`src/rtl/vga_timing_gen_if.sv`:
```
// Raster bus between the timing generator and the sprite renderers.
// The generator is the master; renderers and pin drivers are slaves.
interface vga_timing_gen_if;
    logic       pixel_en;
    logic [9:0] DrawX;
    logic [9:0] DrawY;
    logic       blank;
    logic       hs;
    logic       vs;
    logic       frame_start;
    logic       blank_d;
    logic       hs_d;
    logic       vs_d;

    modport master (
        input  pixel_en,
        output DrawX,
        output DrawY,
        output blank,
        output hs,
        output vs,
        output frame_start,
        output blank_d,
        output hs_d,
        output vs_d
    );

    modport slave (
        output pixel_en,
        input  DrawX,
        input  DrawY,
        input  blank,
        input  hs,
        input  vs,
        input  frame_start,
        input  blank_d,
        input  hs_d,
        input  vs_d
    );
endinterface

```
`src/rtl/vga_timing_gen.sv`:
```
// VGA raster timing: DrawX/DrawY counters, blank/sync, frame pulse,
// plus sync/blank copies delayed to match registered sprite outputs.
module vga_timing_gen #(
    parameter int H_VISIBLE  = 640,
    parameter int H_FP       = 16,
    parameter int H_SYNC     = 96,
    parameter int H_BP       = 48,
    parameter int V_VISIBLE  = 480,
    parameter int V_FP       = 10,
    parameter int V_SYNC     = 2,
    parameter int V_BP       = 33,
    parameter int PIPE_DELAY = 1
) (
    input  logic             vga_clk,
    input  logic             reset,
    vga_timing_gen_if.master bus
);
    localparam int H_TOTAL = H_VISIBLE + H_FP + H_SYNC + H_BP;
    localparam int V_TOTAL = V_VISIBLE + V_FP + V_SYNC + V_BP;

    localparam logic [9:0]  H_LAST  = 10'(H_TOTAL - 1);
    localparam logic [9:0]  V_LAST  = 10'(V_TOTAL - 1);
    localparam logic [10:0] H_VIS   = 11'(H_VISIBLE);
    localparam logic [10:0] V_VIS   = 11'(V_VISIBLE);
    localparam logic [10:0] HS_BEG  = 11'(H_VISIBLE + H_FP);
    localparam logic [10:0] HS_END  = 11'(H_VISIBLE + H_FP + H_SYNC);
    localparam logic [10:0] VS_BEG  = 11'(V_VISIBLE + V_FP);
    localparam logic [10:0] VS_END  = 11'(V_VISIBLE + V_FP + V_SYNC);

    // {blank, hs, vs} as held during reset
    localparam logic [2:0]  IDLE_BHV = 3'b011;

    generate
        if (H_TOTAL > 1024 || V_TOTAL > 1024) begin : g_bad_total
            $error("vga_timing_gen: H_TOTAL/V_TOTAL exceed 10-bit counters");
        end
        if (PIPE_DELAY < 1 || PIPE_DELAY > 4) begin : g_bad_delay
            $error("vga_timing_gen: PIPE_DELAY must be 1..4");
        end
    endgenerate

    logic [9:0] hc;
    logic [9:0] vc;
    logic [9:0] hc_nxt;
    logic [9:0] vc_nxt;
    logic [10:0] hx_nxt;
    logic [10:0] vy_nxt;
    logic       blank_nxt;
    logic       hs_nxt;
    logic       vs_nxt;
    logic       blank_q;
    logic       hs_q;
    logic       vs_q;
    logic       fs_q;
    logic [2:0] dly [PIPE_DELAY];

    always_comb begin
        hc_nxt = hc + 10'd1;
        vc_nxt = vc;
        if (hc == H_LAST) begin
            hc_nxt = 10'd0;
            vc_nxt = (vc == V_LAST) ? 10'd0 : vc + 10'd1;
        end
    end

    // Flags are decoded from the next position so they line up with it
    always_comb begin
        hx_nxt    = {1'b0, hc_nxt};
        vy_nxt    = {1'b0, vc_nxt};
        blank_nxt = (hx_nxt < H_VIS) && (vy_nxt < V_VIS);
        hs_nxt    = !((hx_nxt >= HS_BEG) && (hx_nxt < HS_END));
        vs_nxt    = !((vy_nxt >= VS_BEG) && (vy_nxt < VS_END));
    end

    always_ff @(posedge vga_clk or posedge reset) begin
        if (reset) begin
            hc      <= H_LAST;
            vc      <= V_LAST;
            blank_q <= 1'b0;
            hs_q    <= 1'b1;
            vs_q    <= 1'b1;
            fs_q    <= 1'b0;
        end else if (bus.pixel_en) begin
            hc      <= hc_nxt;
            vc      <= vc_nxt;
            blank_q <= blank_nxt;
            hs_q    <= hs_nxt;
            vs_q    <= vs_nxt;
            fs_q    <= (hc_nxt == 10'd0) && (vc_nxt == 10'd0);
        end else begin
            fs_q    <= 1'b0;
        end
    end

    // Shifts every clock: sprite pipelines register per clock, not per pixel
    always_ff @(posedge vga_clk or posedge reset) begin
        if (reset) begin
            for (int i = 0; i < PIPE_DELAY; i++) begin
                dly[i] <= IDLE_BHV;
            end
        end else begin
            dly[0] <= {blank_q, hs_q, vs_q};
            for (int i = 1; i < PIPE_DELAY; i++) begin
                dly[i] <= dly[i-1];
            end
        end
    end

    assign bus.DrawX       = hc;
    assign bus.DrawY       = vc;
    assign bus.blank       = blank_q;
    assign bus.hs          = hs_q;
    assign bus.vs          = vs_q;
    assign bus.frame_start = fs_q;
    assign bus.blank_d     = dly[PIPE_DELAY-1][2];
    assign bus.hs_d        = dly[PIPE_DELAY-1][1];
    assign bus.vs_d        = dly[PIPE_DELAY-1][0];
endmodule
```
`src/flat_wrapper.sv`:
```
// flat-port wrapper written by rule: the top's interface ports become plain ports
module vga_timing_gen_flat 
#(
    parameter int H_VISIBLE  = 640,
    parameter int H_FP       = 16,
    parameter int H_SYNC     = 96,
    parameter int H_BP       = 48,
    parameter int V_VISIBLE  = 480,
    parameter int V_FP       = 10,
    parameter int V_SYNC     = 2,
    parameter int V_BP       = 33,
    parameter int PIPE_DELAY = 1
)
  (vga_clk, reset, bus_pixel_en, bus_DrawX, bus_DrawY, bus_blank, bus_hs, bus_vs, bus_frame_start, bus_blank_d, bus_hs_d, bus_vs_d);
  vga_timing_gen_if bus_i ();
  input  logic vga_clk;
  input  logic reset;
  input wire logic [$bits(bus_i.pixel_en)-1:0] bus_pixel_en;
  output wire logic [$bits(bus_i.DrawX)-1:0] bus_DrawX;
  output wire logic [$bits(bus_i.DrawY)-1:0] bus_DrawY;
  output wire logic [$bits(bus_i.blank)-1:0] bus_blank;
  output wire logic [$bits(bus_i.hs)-1:0] bus_hs;
  output wire logic [$bits(bus_i.vs)-1:0] bus_vs;
  output wire logic [$bits(bus_i.frame_start)-1:0] bus_frame_start;
  output wire logic [$bits(bus_i.blank_d)-1:0] bus_blank_d;
  output wire logic [$bits(bus_i.hs_d)-1:0] bus_hs_d;
  output wire logic [$bits(bus_i.vs_d)-1:0] bus_vs_d;
  assign bus_i.pixel_en = bus_pixel_en;
  assign bus_DrawX = bus_i.DrawX;
  assign bus_DrawY = bus_i.DrawY;
  assign bus_blank = bus_i.blank;
  assign bus_hs = bus_i.hs;
  assign bus_vs = bus_i.vs;
  assign bus_frame_start = bus_i.frame_start;
  assign bus_blank_d = bus_i.blank_d;
  assign bus_hs_d = bus_i.hs_d;
  assign bus_vs_d = bus_i.vs_d;
  vga_timing_gen #(.H_VISIBLE(H_VISIBLE), .H_FP(H_FP), .H_SYNC(H_SYNC), .H_BP(H_BP), .V_VISIBLE(V_VISIBLE), .V_FP(V_FP), .V_SYNC(V_SYNC), .V_BP(V_BP), .PIPE_DELAY(PIPE_DELAY)) u_core (.vga_clk(vga_clk), .reset(reset), .bus(bus_i));
endmodule
```
`config.mk`:
```
export PLATFORM = sky130hd
export DESIGN_NAME = vga_timing_gen_flat
export DESIGN_NICKNAME = d
export VERILOG_FILES = /design/src/rtl/vga_timing_gen_if.sv /design/src/rtl/vga_timing_gen.sv /design/src/flat_wrapper.sv
export SDC_FILE = /design/constraint.sdc
export NUM_CORES = 1
export LEC_CHECK = 0
export CAP_MARGIN = 5
export CORE_ASPECT_RATIO = 0.75
export CORE_MARGIN = 2
export CORE_UTILIZATION = 60
export DETAILED_ROUTE_END_ITERATION = 10
export DONT_BUFFER_PORTS = 1
export PLACE_DENSITY = 0.77
export SLEW_MARGIN = 5
export SYNTH_ARGS = -nofsm -noshare
export SYNTH_HDL_FRONTEND = slang
export SYNTH_SLANG_ARGS = --single-unit
```
`constraint.sdc`:
```
create_clock -name vga_clk -period 7.2 [get_ports vga_clk]
set_clock_uncertainty 0.2 [all_clocks]
set_input_delay 1.44 -clock vga_clk [delete_from_list [all_inputs] [get_ports vga_clk]]
set_output_delay 1.44 -clock vga_clk [all_outputs]
set_load 0.02 [all_outputs]
```
==> impl_metrics.ini, run 1 <==
[min_path]
min_path_type = reg -> reg

[timing]
worstMarginPinSlew_ns = 1.00
rsz0062_at_grt = false
fin_crit_ns = 2.94
min_period_over_period_pct = 40.9
max_freq_ghz = 0.340
setup_ws_ns = 4.26
relSlewSlack_pct = 33.3
finalSetupViolCount = 0
final.setup.tns_ns = 0
slew_violations = 0
finalHoldViolations = 0

[synthesis]
synth_cell_types = 52
synth_flop_cell = dfstp_2
syn_area_per_cell_um2 = 8.47
synth_warnings = 0
synth-seq-area-share_pct = 36.5
yosysTopAreaCell = dfstp_2
synth_edf_count = 0
netlist_area_um2 = 1900
synthMostInstantiatedCell = nor2_1
synth_common_cells = 25 x nor2_1, 21 x nand2_1, 17 x nand3_1
synthTopCellsByArea = dfstp_2 19%, dfrtp_1 17%, nor2_1 4.9%
synth_nets = 231
ys_seq_elements = 27
async_flop_share_pct = 100
netlist_instances = 224
yosysTopAreaCellShare_pct = 19.4

[die]
pin_count = 30
die-area_um2 = 3630
fp.dieH_um = 52.7
die_w_um = 68.9
rows = 17
fp.coreArea_um2 = 2980
start_util_pct = 63.7

[cts]
htree_levels = 1
cts_sinks = 27
cts_buffers = 3
cts.clk_slew.worst_paths_ns = 0.09
ctsHoldBuffers = 0
insertion_delay_ns = 0.28
cts_tree = yes
cts_resized = 0
cts-root-buf = clkbuf_8
post-cts-setup-buffer-count = 0
clock_path_buffers = 2

[route]
wl_per_cell_um = 17.2
wl_um = 4320
antenna_left = 0
drt-initial-drc-count = 137
drt_first_pass_iters = 7
drc = 0
vias = 1671
drt-vias-per-instance = 6.63

[setup_path]
cp_max_fo = 23
endpoint_kind = flip-flop
worstPathArrival_ns = 2.96
max_stage_delay_ns = 0.67
required_ns = 7.22
cp_cell_sequence = ha_1, nand4_4, nor4_2, buf_4, o21ai_0, a21oi_1, a21boi_1, and4_1
critical_path_buf_inv_count = 1
reg2reg_slack_ns = 4.26
worstSetupPathType = reg -> reg
crit_path_start_kind = flip-flop
worst_path_dominant_cell_family = compound AO/OA/AOI/OAI gates
crit_path_top_delay_cell = dfstp_2

[global_route]
grt_max_degree = 28
grt_pass1_vias = 1395
grt_pass1_wl_um = 7020
overflow = 0
grt_usage_pct = 26.3
antenna_found_initial = 0

[final_layout]
syn_to_final_growth_pct = 1.52
nFillCells = 252
final_nets = 222
antennaDiodeCount = 0
layout-drive-gt1-share_pct = 12.6
finalNonFillerCells = 252
design_area_um2 = 1930

[placed_design]
place_ws_ns = 4.31
dp_hpwl_um = 3090
dpl_cell_area_um2 = 1880
gp_congestion = 0.876
io_buffer_count = 0
dp.cells = 248

[power]
p_per_area_nw_per_um2 = 310
peakVddDrop_mv = 0.240
leakagePower_nw = 0.725

[run]
maxCapViolations = 0

[status]
outcome = finished clean
==> cell usage in the layout (no fill, tap or decap), types with 2 or more instances in the layout <==
master / count
o22ai_1: 4
nor3b_1: 2
nand4b_1: 2
ha_1: 4
o31ai_1: 4
nor2b_1: 3
nor3_1: 5
o21ai_0: 12
nor2_1: 25
xor2_1: 7
a211o_1: 2
and4_1: 3
dfstp_2: 14
nand3b_1: 2
nand3_1: 17
a21oi_1: 10
inv_1: 8
nor4_1: 4
and3_1: 2
nand2_1: 21
clkbuf_8: 3
dfrtp_1: 13
nand4_1: 6
mux2_2: 2
xnor2_1: 7
a31oi_1: 4
a32oi_1: 2
mux2i_1: 2
a41oi_1: 2
==> layout make-up <==
| cell class | count | area (um^2) | area share (%) |
|---|---|---|---|
| clock inverter | 1 | 7.51 | 0.390 |
| sequential | 27 | 693 | 36.0 |
| multi-input combinational | 174 | 1100 | 57.0 |
| timing repair buffer | 1 | 7.51 | 0.390 |
| inverter | 8 | 30.0 | 1.56 |
| tap | 38 | 47.5 | 2.47 |
| clock buffer | 3 | 41.3 | 2.14 |
==> through the flow <==
stage | hold WS (ns) | power, mW | util (%)
2_1_floorplan | 0.207 | 0.475 | -
3_3_place_gp | 0.212 | 0.498 | 63.0
3_5_place_dp | 0.214 | 0.506 | 63.0
4_1_cts | 0.227 | 0.595 | 64.7
5_1_grt | 0.236 | 0.638 | 64.7
6_report | 0.224 | 0.597 | 64.7
==> cell families after synthesis <==
| kind of cell | share of synthesized area [%] |
|---|---|
| and+or+nand+nor | 28.0 |
| AOI/OAI and AO/OA | 18.5 |
| DFF | 36.5 |
| buffers and inverters | 5.54 |
| xor gates and xnor gates | 6.46 |
| muxes | 2.24 |
| adders and majority gates | 2.64 |
==> worst reg2reg max path, stage by stage, from the launching register on <==
cell	delay (ns)
dfstp_2	0.67
ha_1	0.36
nand4_4	0.23
nor4_2	0.25
buf_4	0.28
o21ai_0	0.14
a21oi_1	0.29
a21boi_1	0.28
and4_1	0.20
==> flip-flops by register name, indices dropped and copies added (netlist names) <==
name / flops
u_core.bus.DrawY: 10
u_core.bus.DrawX: 10
u_core.bus.frame_start: 1
u_core.bus.hs: 1
u_core.bus.vs: 1
u_core.bus.blank: 1
u_core.dly: 3
==> path summary, 6_finish.rpt <==
| kind | startpoint | endpoint | cells past startpoint |
|---|---|---|---|
| hold / removal | u_core.bus.vs | u_core.dly[0] | 0 |
| setup reg to reg | u_core.bus.DrawX[0] | u_core.bus.frame_start | 8 |
| setup / recovery | u_core.bus.DrawX[0] | u_core.bus.frame_start | 8 |
| min in group asynchronous | reset | u_core.bus.DrawY[5] | 1 |
| hold reg to reg | u_core.bus.vs | u_core.dly[0] | 0 |
| max in group asynchronous | reset | u_core.bus.DrawY[1] | 1 |
==> report_power, final <==
part	switching, mW	internal, mW
Clock	0.0489	0.0393
Sequential	0.131	0.201
Combinational	0.0981	0.0790
==> per-layer routing <==
layer  share of wire (%)  track usage, %  vias to the layer above
met3                  11            7.10                        8
met5                   0               0                        -
met2                  43            37.2                       99
met1                  45            40.0                      762
li1                    -               -                      802
met4                0.97            4.58                        0
Power figures use the tool's default switching activity.
==> run 2, diff against run 1 <==
--- a/config.mk
+++ b/config.mk
@@ -8,10 +8,10 @@
 export CAP_MARGIN = 5
 export CORE_ASPECT_RATIO = 0.75
 export CORE_MARGIN = 2
-export CORE_UTILIZATION = 60
+export CORE_UTILIZATION = 57
 export DETAILED_ROUTE_END_ITERATION = 10
 export DONT_BUFFER_PORTS = 1
-export PLACE_DENSITY = 0.77
+export PLACE_DENSITY = 0.76
 export SLEW_MARGIN = 5
 export SYNTH_ARGS = -nofsm -noshare
 export SYNTH_HDL_FRONTEND = slang
==> constraint.sdc (replaced) <==
create_clock -name vga_clk -period 2.6 [get_ports vga_clk]
set_clock_uncertainty 0.2 [all_clocks]
set_input_delay 0.52 -clock vga_clk [delete_from_list [all_inputs] [get_ports vga_clk]]
set_output_delay 0.52 -clock vga_clk [all_outputs]
set_load 0.02 [all_outputs]
==> run 2 against run 1 <==
  * Global-route usage grew 0.28 points
  * Largest cell class unchanged
  * Non-clock buffer count grew 27
  * Via count grew 10%
==> impl_metrics.ini, run 2 (synthesized netlist as in run 1, its figures left out) <==
[setup_path]
worstSetupPathType = reg -> reg
worst_path_dominant_cell_family = simple AND/OR/NAND/NOR gates
crit_path_top_delay_cell = dfstp_2
endpoint_kind = flip-flop
required_ns = 2.62
worstPathArrival_ns = 2.56
cp_cell_sequence = ha_2, nand4_4, nor4_2, buf_4, o21ai_0, a21oi_2, a21boi_1, and4_1
crit_path_start_kind = flip-flop
max_stage_delay_ns = 0.55
critical_path_buf_inv_count = 1
cp_max_fo = 12

[route]
antenna_left = 0
drt-initial-drc-count = 308
drc = 0
drt_first_pass_iters = 9
wl_per_cell_um = 18.3
drt-vias-per-instance = 6.57
wl_um = 5150
vias = 1846

[final_layout]
nFillCells = 263
seqCellArea_um2 = 693
syn_to_final_growth_pct = 13.4
final_common_cell = buf_4
layout-drive-gt1-share_pct = 22.8
most-common-layout-cells = 27 x buf_4, 25 x nor2_1, 21 x nand2_1, 17 x nand3_1, 14 x dfstp_2
design_area_um2 = 2150
final_nets = 249
antennaDiodeCount = 0
multi_input_area_um2 = 1120

[cts]
cts-root-buf = clkbuf_8
htree_levels = 1
cts_sinks = 27
cts_tree = yes
clock_path_buffers = 2
cts.clk_slew.worst_paths_ns = 0.09
cts_buffers = 3
insertion_delay_ns = 0.28

[run]
maxCapViolations = 0

[timing]
setup_ws_ns = 0.0588
relSlewSlack_pct = 61.7
finalHoldViolations = 0
fin_crit_ns = 2.54
finalSetupViolCount = 0
max_freq_ghz = 0.394
slew_violations = 0
worstMarginPinSlew_ns = 0.574
min_period_over_period_pct = 97.7

[power]
p_per_area_nw_per_um2 = 851
peakVddDrop_mv = 0.686
leakagePower_nw = 0.870

[global_route]
overflow = 0
grt_pass1_wl_um = 7780
grt_usage_pct = 26.6
grt_pass1_vias = 1588
grt_max_degree = 22
antenna_found_initial = 0

[min_path]
min_path_type = in -> reg

[die]
die-area_um2 = 3810
pin_count = 30
fp.coreArea_um2 = 3240
die_w_um = 70.6
start_util_pct = 58.5
fp.dieH_um = 54.0
rows = 18

[placed_design]
dp_hpwl_um = 3590
gp_congestion = 0.991
io_buffer_count = 0
place_ws_ns = 0.0867
dpl_cell_area_um2 = 2030

[status]
outcome = finished clean
run 2: cell count changes in the layout (fill, tap and decap cells not counted):
cell           change
buf_4             +26
a21oi_1            -1
a21oi_2            +1
dlygate4sd3_1      +1
ha_1               -1
ha_2               +1
o41ai_2            -1
o41ai_4            +1
run 2: what timing repair did:
item                                    4_1_cts  5_1_grt
gates resized for setup                       0        3
endpoints found under the setup margin        0        2
endpoints found under the hold margin         4        0
hold buffers                                  1        0
buffers inserted                              0        6
run 2: area by class of cell:
type / count / share of cell area [%]
multi-input combinational: 174 / 51.9
sequential: 27 / 32.2
clock inverter: 1 / 0.349
clock buffer: 3 / 1.92
tap: 40 / 2.33
timing repair buffer: 28 / 9.89
inverter: 8 / 1.40
run 2: routing by layer:
metal	GRT usage [%]	part of all wire (%)	up-vias
met5	0	0	-
met2	40.6	44	111
met4	9.43	3.6	0
li1	-	-	854
met3	6.93	9.7	24
met1	36.9	43	857
run 2: worst register-to-register path, stage by stage (launching register included):
cell      delay, ns
dfstp_2        0.55
ha_2           0.20
nand4_4        0.17
nor4_2         0.30
buf_4          0.24
o21ai_0        0.12
a21oi_2        0.23
a21boi_1       0.25
and4_1         0.22
run 2: report_power, final:
group / internal [mW] / switching, mW
combinational: 0.337 / 0.559
clock: 0.109 / 0.139
sequential: 0.551 / 0.135
run 2: metrics by stage:
stage	power, mW	hold slack, ns	instances	TNS (ns)	utilization (%)
global route	1.94	0.0762	281	-0.0665	66.3
detailed placement	1.54	0.215	270	0	62.6
CTS	1.79	0.0771	275	0	64.4
floorplan	1.31	0.207	224	0	-
finish	1.83	0.0805	281	0	66.3
global placement	1.51	0.213	270	0	62.6
run 2: final timing paths:
check / startpoint / endpoint / slack (ns) / cells after the start
min in group asynchronous: reset / u_core.bus.DrawX[6] / 0.53 / 2
setup reg to reg: u_core.bus.DrawX[0] / u_core.bus.frame_start / 0.06 / 8
max in group asynchronous: reset / u_core.bus.vs / 1.01 / 3
hold / removal: bus_pixel_en / u_core.bus.DrawX[8] / 0.08 / 1
hold reg to reg: u_core.bus.vs / u_core.dly[0] / 0.23 / 0
setup / recovery: u_core.bus.DrawX[0] / u_core.bus.frame_start / 0.06 / 8
==> run 3, diff against run 2 <==
--- a/config.mk
+++ b/config.mk
@@ -6,12 +6,14 @@
 export NUM_CORES = 1
 export LEC_CHECK = 0
 export CAP_MARGIN = 5
-export CORE_ASPECT_RATIO = 0.75
+export CELL_PAD_IN_SITES_DETAIL_PLACEMENT = 0
+export CELL_PAD_IN_SITES_GLOBAL_PLACEMENT = 1
+export CORE_ASPECT_RATIO = 1.5
 export CORE_MARGIN = 2
-export CORE_UTILIZATION = 57
+export CORE_UTILIZATION = 43
 export DETAILED_ROUTE_END_ITERATION = 10
 export DONT_BUFFER_PORTS = 1
-export PLACE_DENSITY = 0.76
+export PLACE_DENSITY = 0.77
 export SLEW_MARGIN = 5
 export SYNTH_ARGS = -nofsm -noshare
 export SYNTH_HDL_FRONTEND = slang
==> run 3 against run 2 <==
  * Worst setup slack better by 0.078 ns
  * Register-to-register slack better by 0.08 ns
  * Final area rose by 0.41%
  * Clock power grew 3%
  * Largest power group unchanged
==> impl_metrics.ini, run 3 (synthesized netlist as in run 1, its figures left out) <==
[setup_path]
r2r_cells = 7
cp_cell_sequence = ha_1, nand4_4, or4_4, o41ai_2, a21oi_1, a21boi_1, and4_1
critical_path_buf_inv_count = 0
crit_path_top_delay_cell = dfstp_2
worstPathArrival_ns = 2.44
worst_r2r_endpoint = u_core.bus.frame_start
required_ns = 2.57
reg2reg_from = u_core.bus.DrawX[0]
cp_max_fo = 5
reg2reg_slack_ns = 0.14
endpoint_kind = flip-flop
max_stage_delay_ns = 0.55
crit_path_start_kind = flip-flop
worstSetupPathType = reg -> reg
worst_path_dominant_cell_family = simple AND/OR/NAND/NOR gates

[placed_design]
dp_hpwl_um = 4040
dp.cells = 281
io_buffer_count = 0
gp_congestion = 0.945

[final_layout]
final_core_util_pct = 50.9
final_nets = 249
syn_to_final_growth_pct = 13.9
final_common_cell = buf_4
finalNonFillerCells = 287
most-common-layout-cells = 26 x buf_4, 25 x nor2_1, 21 x nand2_1, 17 x nand3_1, 14 x dfstp_2
nFillCells = 426
antennaDiodeCount = 0
seqCellArea_um2 = 693
layout-drive-gt1-share_pct = 22.4
multi_input_area_um2 = 1110

[cts]
insertion_delay_ns = 0.28
cts_tree = yes
cts_sinks = 27
cts.clk_slew.worst_paths_ns = 0.10
htree_levels = 1
cts-root-buf = clkbuf_8
clock_path_buffers = 2
cts_buffers = 3

[die]
start_util_pct = 44.7
pin_count = 30
rows = 29
fp.coreArea_um2 = 4250
fp.dieH_um = 85.3
die-area_um2 = 4970
die_w_um = 58.2

[global_route]
grt_pass1_vias = 1792
antenna_found_initial = 0
overflow = 0
grt_pass1_wl_um = 8710
grt_usage_pct = 22.9
grt_max_degree = 28

[power]
p_per_area_nw_per_um2 = 846
leakagePower_nw = 0.860
peakVddDrop_mv = 0.819

[status]
outcome = finished clean

[min_path]
hold_path.startpoint = bus_pixel_en
worstHoldPathCells = 1
min_to = u_core.bus.DrawX[8]
min_path_type = in -> reg

[route]
drt-vias-per-instance = 6.29
drt_first_pass_iters = 4
drt-initial-drc-count = 96
antenna_left = 0
wl_um = 5270
wl_per_cell_um = 18.4
drc = 0
vias = 1805

[run]
maxCapViolations = 0

[timing]
max_freq_ghz = 0.406
rsz0062_at_grt = false
fin_crit_ns = 2.46
finalHoldViolations = 0
relSlewSlack_pct = 71.2
min_period_over_period_pct = 94.7
worstMarginPinSlew_ns = 0.433
final.setup.tns_ns = 0
finalSetupViolCount = 0
slew_violations = 0
==> run 3: cell counts in the layout (fill, tap and decap cells not counted) <==
No cell type changed its count.
==> run 3: repair_timing <==
item / CTS / global route
resized for setup: 0 / 3
setup buffers: 0 / 1
hold buffers: 1 / 0
endpoints found under the hold margin: 13 / 0
endpoints found under the setup margin: 0 / 5
==> run 3: where the power goes <==
part           internal, mW  switching [mW]
Clock                 0.109           0.145
Sequential            0.553           0.162
Combinational         0.335           0.523
==> run 3: cell type report <==
| class | instances | area share, % |
|---|---|---|
| multi-input cells | 174 | 51.6 |
| repair buffers | 28 | 10.0 |
| well taps | 46 | 2.67 |
| clock inverters | 1 | 0.348 |
| flip-flops and latches | 27 | 32.1 |
| clock buffers | 3 | 1.91 |
| inverters | 8 | 1.39 |
==> run 3: per-stage QoR <==
stage	hold slack (ns)	setup WS [ns]	cell area, um^2	total power, mW
finish	0.0841	0.137	2160	1.83
detailed placement	0.218	0.0806	2070	1.57
floorplan	0.207	0.0498	1900	1.31
global placement	0.217	0.238	2070	1.54
CTS	0.0805	0.0441	2130	1.82
global route	0.0699	0.00348	2160	1.96
==> run 3: how the worst max path moves through the flow <==
| stage | from | to | slack [ns] | depth (start not counted) |
|---|---|---|---|---|
| detailed placement | u_core.bus.DrawX[0] | u_core.bus.frame_start | 0.08 | 7 |
| CTS | u_core.bus.DrawX[0] | u_core.bus.frame_start | 0.04 | 7 |
| floorplan | u_core.bus.DrawX[0] | u_core.bus.frame_start | 0.05 | 8 |
| finish | u_core.bus.DrawX[0] | u_core.bus.frame_start | 0.14 | 7 |
| global placement | u_core.bus.DrawX[0] | u_core.bus.frame_start | 0.24 | 8 |
| global route | u_core.bus.DrawY[1] | u_core.bus.frame_start | 0.003 | 8 |
==> run 3: per-layer routing <==
layer | track usage [%] | share of wire, %
met3 | 4.12 | 4.5
met2 | 43.1 | 56
met4 | 9.09 | 3.0
met1 | 24.3 | 37
met5 | 0 | 0
==> run 3: worst reg2reg max path, cell delays in order (launching register included) <==
cell	delay [ns]
dfstp_2	0.55
ha_1	0.22
nand4_4	0.14
or4_4	0.49
o41ai_2	0.32
a21oi_1	0.11
a21boi_1	0.16
and4_1	0.16
